## src/rtl/bp_be_prefetch_issuer_pkg.sv

```systemverilog
// Shared types for the prefetch issuer: FSM states, dispatch packet layout and config lookup.
// Optional duplicate-line suppression is enabled by BP_BE_PREFETCH_DEDUP_EN.
package bp_be_prefetch_issuer_pkg;

  typedef enum logic [0:0] {e_bp_default_cfg = 1'b0} bp_params_e;

  localparam int vaddr_width_gp        = 39;
  localparam int dcache_block_width_gp = 512;
  localparam int dword_width_gp        = 64;
  localparam int line_offset_width_gp  = $clog2(dcache_block_width_gp / 8);

  typedef enum logic [0:0] {e_idle = 1'b0, e_issue = 1'b1} bp_be_pref_state_e;

  typedef enum logic [3:0] {
    e_dcache_op_lb = 4'd0,
    e_dcache_op_lh = 4'd1,
    e_dcache_op_lw = 4'd2,
    e_dcache_op_ld = 4'd3,
    e_dcache_op_sd = 4'd7
  } bp_be_dcache_fu_op_e;

  typedef struct packed {
    logic pipe_int_v, pipe_mem_early_v, pipe_mem_final_v;
    logic irf_w_v, frf_w_v, dcache_r_v, dcache_w_v;
    bp_be_dcache_fu_op_e fu_op;
  } bp_be_decode_s;

  typedef struct packed {
    logic illegal_instr, instr_page_fault, itlb_miss;
  } bp_be_exception_s;

  typedef struct packed {
    logic dbreak, fencei_clean;
  } bp_be_special_s;

  typedef struct packed {
    logic v, queue_v, instr_v, nspec_v;
    logic [vaddr_width_gp-1:0] pc;
    logic [dword_width_gp-1:0] rs1, rs2, imm;
    bp_be_decode_s    decode;
    bp_be_exception_s exception;
    bp_be_special_s   special;
  } bp_be_dispatch_pkt_s;

  function automatic int bp_vaddr_width(input bp_params_e cfg);
    case (cfg)
      e_bp_default_cfg: return vaddr_width_gp;
      default:          return vaddr_width_gp;
    endcase
  endfunction

endpackage

```

## src/rtl/bp_be_pref_addr_gen.sv

```systemverilog
// Prefetch address accumulator: computes the distance-ahead base, steps by the stride and,
// when BP_BE_PREFETCH_DEDUP_EN is defined, flags addresses that fall in the last issued line.
module bp_be_pref_addr_gen
  import bp_be_prefetch_issuer_pkg::*;
  #(parameter int vaddr_width_p  = 39
   ,parameter int stride_width_p = 8
   ,parameter int distance_p     = 4
   )
  (input  logic                      clk_i
  ,input  logic                      reset_i
  ,input  logic                      flush_i
  ,input  logic                      load_i
  ,input  logic [vaddr_width_p-1:0]  eff_addr_i
  ,input  logic [stride_width_p-1:0] stride_i
  ,input  logic                      advance_i
  ,input  logic                      mark_i
  ,output logic [vaddr_width_p-1:0]  cur_addr_o
  ,output logic                      line_hit_o
  );

  logic [vaddr_width_p-1:0] stride_ext_s, base_s, cur_r, stride_r;

  assign stride_ext_s = {{(vaddr_width_p-stride_width_p){stride_i[stride_width_p-1]}}, stride_i};
  // Arithmetic is modulo 2^vaddr_width_p, so negative strides and wrap need no special case
  assign base_s       = eff_addr_i + stride_ext_s * vaddr_width_p'(distance_p);
  assign cur_addr_o   = cur_r;

  // Current address and latched stride
  always_ff @(posedge clk_i or posedge reset_i) begin
    if (reset_i) begin
      cur_r    <= '0;
      stride_r <= '0;
    end else if (load_i) begin
      cur_r    <= base_s;
      stride_r <= stride_ext_s;
    end else if (advance_i) begin
      cur_r    <= cur_r + stride_r;
      stride_r <= stride_r;
    end else begin
      cur_r    <= cur_r;
      stride_r <= stride_r;
    end
  end

`ifdef BP_BE_PREFETCH_DEDUP_EN
  localparam int line_width_lp = vaddr_width_p - line_offset_width_gp;

  logic [line_width_lp-1:0] last_line_r;
  logic                     line_v_r;

  // Last issued cache line; a new descriptor or a flush forgets it
  always_ff @(posedge clk_i or posedge reset_i) begin
    if (reset_i) begin
      last_line_r <= '0;
      line_v_r    <= 1'b0;
    end else if (load_i | flush_i) begin
      last_line_r <= '0;
      line_v_r    <= 1'b0;
    end else if (mark_i) begin
      last_line_r <= cur_r[vaddr_width_p-1:line_offset_width_gp];
      line_v_r    <= 1'b1;
    end else begin
      last_line_r <= last_line_r;
      line_v_r    <= line_v_r;
    end
  end

  assign line_hit_o = line_v_r & (cur_r[vaddr_width_p-1:line_offset_width_gp] == last_line_r);
`else
  logic unused_dedup_s;
  assign unused_dedup_s = mark_i ^ flush_i;
  assign line_hit_o     = 1'b0;
`endif

endmodule

```

## src/rtl/bp_be_prefetch_issuer.sv

```systemverilog
// Turns loop descriptors into a stream of non-speculative prefetch dispatch packets issued
// in idle dispatch slots. BP_BE_PREFETCH_DEDUP_EN suppresses repeat packets to the same line.
module bp_be_prefetch_issuer
  import bp_be_prefetch_issuer_pkg::*;
  #(parameter bp_params_e bp_params_p    = e_bp_default_cfg
   ,parameter int         loop_range_p   = 8
   ,parameter int         stride_width_p = 8
   ,parameter int         distance_p     = 4
   ,parameter int         max_pref_p     = 8
   ,localparam int        vaddr_width_p         = bp_vaddr_width(bp_params_p)
   ,localparam int        dispatch_pkt_width_lp = $bits(bp_be_dispatch_pkt_s)
   )
  (input  logic                             clk_i
  ,input  logic                             reset_i
  ,input  logic                             flush_i
  ,input  logic [vaddr_width_p-1:0]         pc_i
  ,input  logic [loop_range_p-1:0]          loop_counter_i
  ,input  logic [vaddr_width_p-1:0]         eff_addr_i
  ,input  logic [stride_width_p-1:0]        stride_i
  ,input  logic                             v_i
  ,output logic                             ready_and_o
  ,output logic                             v_o
  ,output logic [dispatch_pkt_width_lp-1:0] dispatch_pkt_o
  ,input  logic                             yumi_i
  ,output logic                             busy_o
  );

  localparam int count_width_lp = $clog2(max_pref_p + 1);

  bp_be_pref_state_e          state_r, state_n_s;
  logic [count_width_lp-1:0]  count_r, count_init_s;
  logic [vaddr_width_p-1:0]   pc_r, cur_addr_s;
  logic                       accept_s, line_hit_s, skip_s, issue_s, advance_s;
  bp_be_dispatch_pkt_s        pkt_s;

  assign count_init_s = (loop_counter_i > loop_range_p'(max_pref_p))
                        ? count_width_lp'(max_pref_p)
                        : count_width_lp'(loop_counter_i);
  assign accept_s  = v_i & ready_and_o & ~flush_i;
  assign skip_s    = (state_r == e_issue) & line_hit_s;
  assign issue_s   = v_o & yumi_i;
  assign advance_s = (state_r == e_issue) & (issue_s | skip_s);

  bp_be_pref_addr_gen
   #(.vaddr_width_p(vaddr_width_p)
    ,.stride_width_p(stride_width_p)
    ,.distance_p(distance_p)
    )
   addr_gen
    (.clk_i(clk_i)
    ,.reset_i(reset_i)
    ,.flush_i(flush_i)
    ,.load_i(accept_s)
    ,.eff_addr_i(eff_addr_i)
    ,.stride_i(stride_i)
    ,.advance_i(advance_s)
    ,.mark_i(issue_s)
    ,.cur_addr_o(cur_addr_s)
    ,.line_hit_o(line_hit_s)
    );

  // FSM state register
  always_ff @(posedge clk_i or posedge reset_i) begin
    if (reset_i) state_r <= e_idle;
    else         state_r <= state_n_s;
  end

  // FSM next state; flush overrides everything
  always_comb begin
    state_n_s = state_r;
    if (flush_i) begin
      state_n_s = e_idle;
    end else begin
      case (state_r)
        e_idle:  state_n_s = (accept_s && (count_init_s != '0)) ? e_issue : e_idle;
        e_issue: state_n_s = (advance_s && (count_r == count_width_lp'(1))) ? e_idle : e_issue;
        default: state_n_s = e_idle;
      endcase
    end
  end

  // Remaining prefetch budget
  always_ff @(posedge clk_i or posedge reset_i) begin
    if (reset_i)        count_r <= '0;
    else if (flush_i)   count_r <= '0;
    else if (accept_s)  count_r <= count_init_s;
    else if (advance_s) count_r <= count_r - count_width_lp'(1);
    else                count_r <= count_r;
  end

  // Descriptor pc captured for the whole stream
  always_ff @(posedge clk_i or posedge reset_i) begin
    if (reset_i)       pc_r <= '0;
    else if (accept_s) pc_r <= pc_i;
    else               pc_r <= pc_r;
  end

  // FSM outputs and packet formation, driven only from registered state
  always_comb begin
    ready_and_o = 1'b0;
    v_o         = 1'b0;
    busy_o      = 1'b0;
    case (state_r)
      e_idle:  ready_and_o = ~reset_i;
      e_issue: begin
        v_o    = ~line_hit_s;
        busy_o = 1'b1;
      end
      default: ready_and_o = 1'b0;
    endcase

    pkt_s                         = '0;
    pkt_s.v                       = v_o;
    pkt_s.nspec_v                 = v_o;
    pkt_s.pc                      = pc_r;
    pkt_s.rs1                     = dword_width_gp'(cur_addr_s);
    pkt_s.decode.pipe_mem_early_v = 1'b1;
    pkt_s.decode.dcache_r_v       = 1'b1;
    pkt_s.decode.fu_op            = e_dcache_op_ld;
  end

  assign dispatch_pkt_o = pkt_s;

endmodule

```

## config.mk

```make
export PLATFORM = sky130hd
export DESIGN_NAME = bp_be_prefetch_issuer
export DESIGN_NICKNAME = d
export VERILOG_FILES = /design/src/rtl/bp_be_prefetch_issuer_pkg.sv /design/src/rtl/bp_be_pref_addr_gen.sv /design/src/rtl/bp_be_prefetch_issuer.sv
export SDC_FILE = /design/constraint.sdc
export NUM_CORES = 1
export LEC_CHECK = 0
export ABC_AREA = 1
export BUFFER_PORTS_ARGS = -buffer_cell sky130_fd_sc_hd__buf_4
export CORE_MARGIN = 1
export CORE_UTILIZATION = 53
export DETAILED_ROUTE_END_ITERATION = 10
export PLACE_DENSITY = 0.83
export REMOVE_ABC_BUFFERS = 1
export SETUP_SLACK_MARGIN = 0.1
export SYNTH_ARGS = -nofsm -noshare
export SYNTH_HDL_FRONTEND = slang
export SYNTH_SLANG_ARGS = --single-unit
```

## constraint.sdc

```tcl
create_clock -name clk_i -period 3.2 [get_ports clk_i]
set_clock_uncertainty 0.05 [all_clocks]
set_input_delay 0.16 -clock clk_i [delete_from_list [all_inputs] [get_ports clk_i]]
set_output_delay 0.16 -clock clk_i [all_outputs]
set_load 0.05 [all_outputs]
```

# --- Word-level counts from Yosys, hierarchy flattened ---
# Index checks and enable logic that the tools add are counted.
word_totals:
  regBits: 91
  in_bits: 99
  out_inout_bits: 254
  elab_cells: 34
op_classes:
  add_sub_neg: 3
  magnitude_cmp: 1
  n_eq_ne: 1
  n_mux: 12
  n_bitwise: 7
  reduce_logical: 5
op_table:
  columns: ["operator", "count"]
  rows:
  - ["39-bit adder", 2]
  - ["39-bit 2-to-1 mux", 2]
  - ["4-bit 2-to-1 mux", 4]
  - ["8-bit by 4-bit greater-than comparator with 1-bit output (second input constant)", 1]
  - ["1-bit 2-to-1 mux", 5]
  - ["1-bit bitwise AND", 4]
  - ["4-bit by 1-bit == test with 1-bit output (second input constant)", 1]
  - ["4-bit nonzero test", 1]
  - ["4-bit by 1-bit subtractor with 4-bit output (second input constant)", 1]
  - ["1-bit NOT", 3]
  - ["3-bit nonzero test", 1]
  - ["1-bit logical AND", 2]
  - ["1-bit case mux with 2 select lines", 1]
  - ["2-bit nonzero test", 1]

# --- Longest topological paths before layout ---
depth:
  depth_word: 8
  mapped_depth: 17
  depth_no_buf: 17

# --- Hierarchy ---
# From an unflattened synthesis, not the netlist that was laid out.
unflattened:
  hier_cells: 1744
  area_unflattened_um2: 10585.2
by_module_without_submodules:
  columns: ["mod", "instances", "cells_each", "area_per_inst_um2", "seq_area_each_um2"]
  rows:
  - ["bp_be_pref_addr_gen", 1, 1340, 7407.1, 1176.1]
  - ["bp_be_prefetch_issuer", 1, 404, 3178.0, 1101.1]

# --- Worst setup path after synthesis ---
# OpenSTA, ideal clock, no wires.
synth_path:
  path_type: "flip-flop to flip-flop"
  startpoint: "reg addr_gen.cur_r[0] (netlist: addr_gen.cur_addr_o[0])"
  endpoint: "reg addr_gen.cur_r[24] (netlist: addr_gen.cur_addr_o[24])"
  setup_ps: 118
  t_arrival_ps: 2233
  required_time_ps: 3032
  setup_slack_ps: 799
  stages_incl_launch_ff: 18
  n_path_buf: 0
  synth_period_minus_slack_ps: 2401
  path_cell_list: "dfrtp_1 -> ha_1 -> inv_1 -> fa_1 -> inv_1 -> nand3_1 -> nand3_1 -> nand2_1 -> nand3_1 -> nand2_1 -> nand2_1 -> nand2_1 -> nand2_1 -> nand2_1 -> nand3_1 -> nand2_1 -> nand2_1 -> nand2_1"
synth_between:
  elab_chain_cells: 3
synth_rtl:
  columns: ["element", "line", "source"]
  rows:
  - ["start: declaration", "bp_be_pref_addr_gen.sv:21", "logic [vaddr_width_p-1:0] stride_ext_s, base_s, cur_r, stride_r;"]
  - ["start signal: assignment", "bp_be_pref_addr_gen.sv:34", "cur_r <= base_s;"]
  - ["start signal: assignment", "bp_be_pref_addr_gen.sv:37", "cur_r <= cur_r + stride_r;"]
  - ["start signal: assignment", "bp_be_pref_addr_gen.sv:40", "cur_r <= cur_r;"]
  - ["39-bit adder", "bp_be_pref_addr_gen.sv:37", null]
  - ["39-bit 2-to-1 mux", "bp_be_pref_addr_gen.sv:36", "end else if (advance_i) begin"]
  - ["39-bit 2-to-1 mux", "bp_be_pref_addr_gen.sv:33", "end else if (load_i) begin"]
# Every way passes these cells. The select of a mux whose other input is x is not followed.
# A chain may end at the register's enable or synchronous reset.

# --- Final worst setup path ---
layout_path:
  startpoint: "in stride_i[0]"
  endpoint: "reg addr_gen.cur_r[14] (netlist: addr_gen.cur_addr_o[14])"
layout_between:
  elab_chain_cells: 2
layout_rtl:
  columns: ["element", "line", "source"]
  rows:
  - ["start: declaration", "bp_be_prefetch_issuer.sv:19", ",input logic [stride_width_p-1:0] stride_i"]
  - ["39-bit adder", "bp_be_pref_addr_gen.sv:25", "assign base_s = eff_addr_i + stride_ext_s * vaddr_width_p'(distance_p);"]
  - ["39-bit 2-to-1 mux", "bp_be_pref_addr_gen.sv:33", null]
# Every way passes these cells.

==> results.ini <==
[status]
status = completed

[detailed_routing]
dr_total_vias = 11124
route.final.wire_length_mm = 30.9
vias_per_cell = 4.96
avgRoutedWirePerCell_um = 13.8
drc = 0
dr.pass1.iters = 6
ant_nets = 0
drt_iter0_markers = 742

[floorplan]
die_y_um = 144
rows = 51
pin_count = 353
start_util = 0.545
core_area_sq_um = 19600
die-width_um = 144
die_area_sq_um = 20700

[synth]
yosys.area_share.simple = 0.382
synthCells = 1759
ys_types = 40
synthAdderAreaFrac = 0.0928
synthMuxAreaShare = 0
yosysSeqAreaShare = 0.213
synth_top_family_by_area = simple AND/OR/NAND/NOR gates
async_reset_ff_frac = 1.00
synthXorXnorAreaFrac = 0.0131
synth_compound_area_frac = 0.0836
syn_area_per_cell_sq_um = 6.07
syn_area_sq_um = 10700
synthFlopType = dfrtp_1
synth_edf_count = 0
ys_seq_elements = 91
ys_warn_count = 0

[setup_path]
crit_path_end_kind = register
required_ns = 3.41
cp_data_arrival_time_ns = 2.77
cp_cell_sequence = dlygate4sd3_1, buf_4, ha_1, fa_1, nand3_1, nand3_2, nand2_1, nand3_1, a21oi_1, a21oi_1, o21ai_0, nand2_1, nand2_1, nand2_1
cp-start-kind = primary input
crit_type = primary input to register
crit_family = simple AND/OR/NAND/NOR gates
cp_common_cell = nand2_1
path_buf_inv = 2
critPathMaxFanout = 4
crit_slowest_cell = dlygate4sd3_1
reg2reg_setup_slack_ns = 0.72
cpPeakStageDelay_ns = 0.56

[placed_design]
place.gp.congestion = 0.938
dp_slack_ns = 0.738
dp_cells = 2181
dp_hpwl_mm = 24.1
portBuffers = 181

[sta]
final_max_slew_viol_count = 0
finalHoldViolations = 0
layout_min_cycle_time_ns = 2.56
fmax_ghz = 0.390
period_share = 0.801
setup_viol = 0
slew_headroom = 0.354
tightest_slew_ns = 0.969
rsz0062_at_grt = false
setup_slack_ns = 0.638

[global_routing]
grt_pass1_vias = 10107
grt_pass1_wl_mm = 49.1
grt_util_all_layers = 0.303
antenna_found_initial = 0
overflow = 0
grt_max_degree = 90

[layout]
fillers = 1875
n_antenna_cell = 0
syn2layout_area_growth_pct = 15.8
drive_gt1_frac = 0.133
fin_util = 0.632
stdcell_count = 2244
nNetsFinal = 2151

[pwr]
p_per_area_nw_per_um2 = 757
ir_worst_vdd_uv = 373
leakage_nw = 7.25

[cts]
cts_max_level = 3
clk_latency_ns = 0.36
ctsResizeCount = 0
cts_tree = built
clockBufferDepth = 2
clkTransAtPathRegs_ns = 0.08
cts_sinks = 91
cts_made_buffers = 9
root_buffer = clkbuf_16

[run]
cap_violations = 0

[hold_path]
min_path_type = primary input to register

## synth_stat cells (15+ instances only)
master | count | share of area
a21oi_1 | 88 | 0.041
a31oi_1 | 15 | 0.0088
nand2_1 | 663 | 0.23
buf_4 | 176 | 0.12
nand2_2 | 25 | 0.015
o21ai_0 | 44 | 0.021
nor2_1 | 140 | 0.049
nor3_1 | 17 | 0.0080
inv_1 | 217 | 0.076
dfrtp_1 | 91 | 0.21
nand3_1 | 94 | 0.044
ha_1 | 76 | 0.089
## report_power, final
| group | internal (W) | total (W) | switching [W] |
|---|---|---|---|
| clock network | 0.000554 | 0.00112 | 0.000568 |
| registers | 0.00149 | 0.00182 | 0.000327 |
| logic | 0.00195 | 0.00643 | 0.00449 |
| total | 0.00399 | 0.00937 | 0.00538 |
## flip-flops by register name (all words and copies together), names as in the netlist
name	count
addr_gen.cur_addr_o	39
pc_r	39
addr_gen.stride_r	8
count_r	4
state_r	1
## worst reg2reg max path, cell delays in order, from the launching register on
cell and delay [ns]:
dfrtp_1 0.46, nor2_2 0.19, nand2_2 0.12, nor2_8 0.13
buf_4 0.77, nand3_1 0.41, nand2_1 0.17, nand2_1 0.06
nand2_1 0.06
## layout make-up
class,count,area [sq um],share of cell area
Clock buffer,9,225,0.0182
Tap cell,265,332,0.0268
Clock inverter,7,70.1,0.00566
Sequential cell,91,2280,0.184
Inverter,222,840,0.0678
Timing Repair Buffer,234,1890,0.152
Multi-Input combinational cell,1416,6750,0.545
## path summary, 6_finish.rpt
kind                                       from  depth (start not counted)                             endpoint
max reg2reg                   state_r$_DFF_PP0_                          8  addr_gen.cur_addr_o[33]$_DFFE_PP0P_
min reg2reg                pc_r[21]$_DFFE_PP0P_                          2                 pc_r[21]$_DFFE_PP0P_
min in group asynchronous               reset_i                          3                    state_r$_DFF_PP0_
min                                 stride_i[3]                          3     addr_gen.stride_r[3]$_DFFE_PP0P_
max                                 stride_i[0]                         14  addr_gen.cur_addr_o[14]$_DFFE_PP0P_
max in group asynchronous               reset_i                          4  addr_gen.cur_addr_o[33]$_DFFE_PP0P_
## per-layer routing
metal / vias up / part of all wire / track usage
met2: 417 / 0.47 / 0.515
met5: - / 0 / 0
li1: 5576 / - / -
met3: 41 / 0.063 / 0.0457
met1: 5090 / 0.45 / 0.401
met4: 0 / 0.018 / 0.0750
## timing repair
item	4_1_cts	5_1_grt
hold buffers	47	0
hold endpoints to repair	90	0
buffers inserted	0	0
## through the flow
stage | cell area [sq um] | setup TNS [ns] | hold slack (ns) | power (W)
after floorplan | 9860 | -50.68 | 0.227 | 0.00646
after global placement | 11600 | 0 | 0.284 | 0.00806
after detailed placement | 11600 | 0 | 0.294 | 0.00812
after CTS | 12400 | 0 | 0.00676 | 0.00931
after global routing | 12400 | 0 | 0.0123 | 0.0101
final | 12400 | 0 | 0.0282 | 0.00937
## placed cells by master, fill, tap and decap left out, drive strengths merged, types with 12 or more instances in the layout
cell type,count
a21oi,88
a31oi,15
buf,187
conb,171
dfrtp,91
dlygate4sd3,47
ha,76
inv,226
nand2,688
nand3,104
nor2,153
nor3,17
o21ai,46
xor2,12
## cells by family after synthesis
group,Yosys count
AOI/OAI and AO/OA,166
xor gates and xnor gates,16
adders and majority gates,78
buffers and inverters,421
DFF,91
other,2
and+or+nand+nor,985
Note: power is estimated with default switching activity, not from simulation.
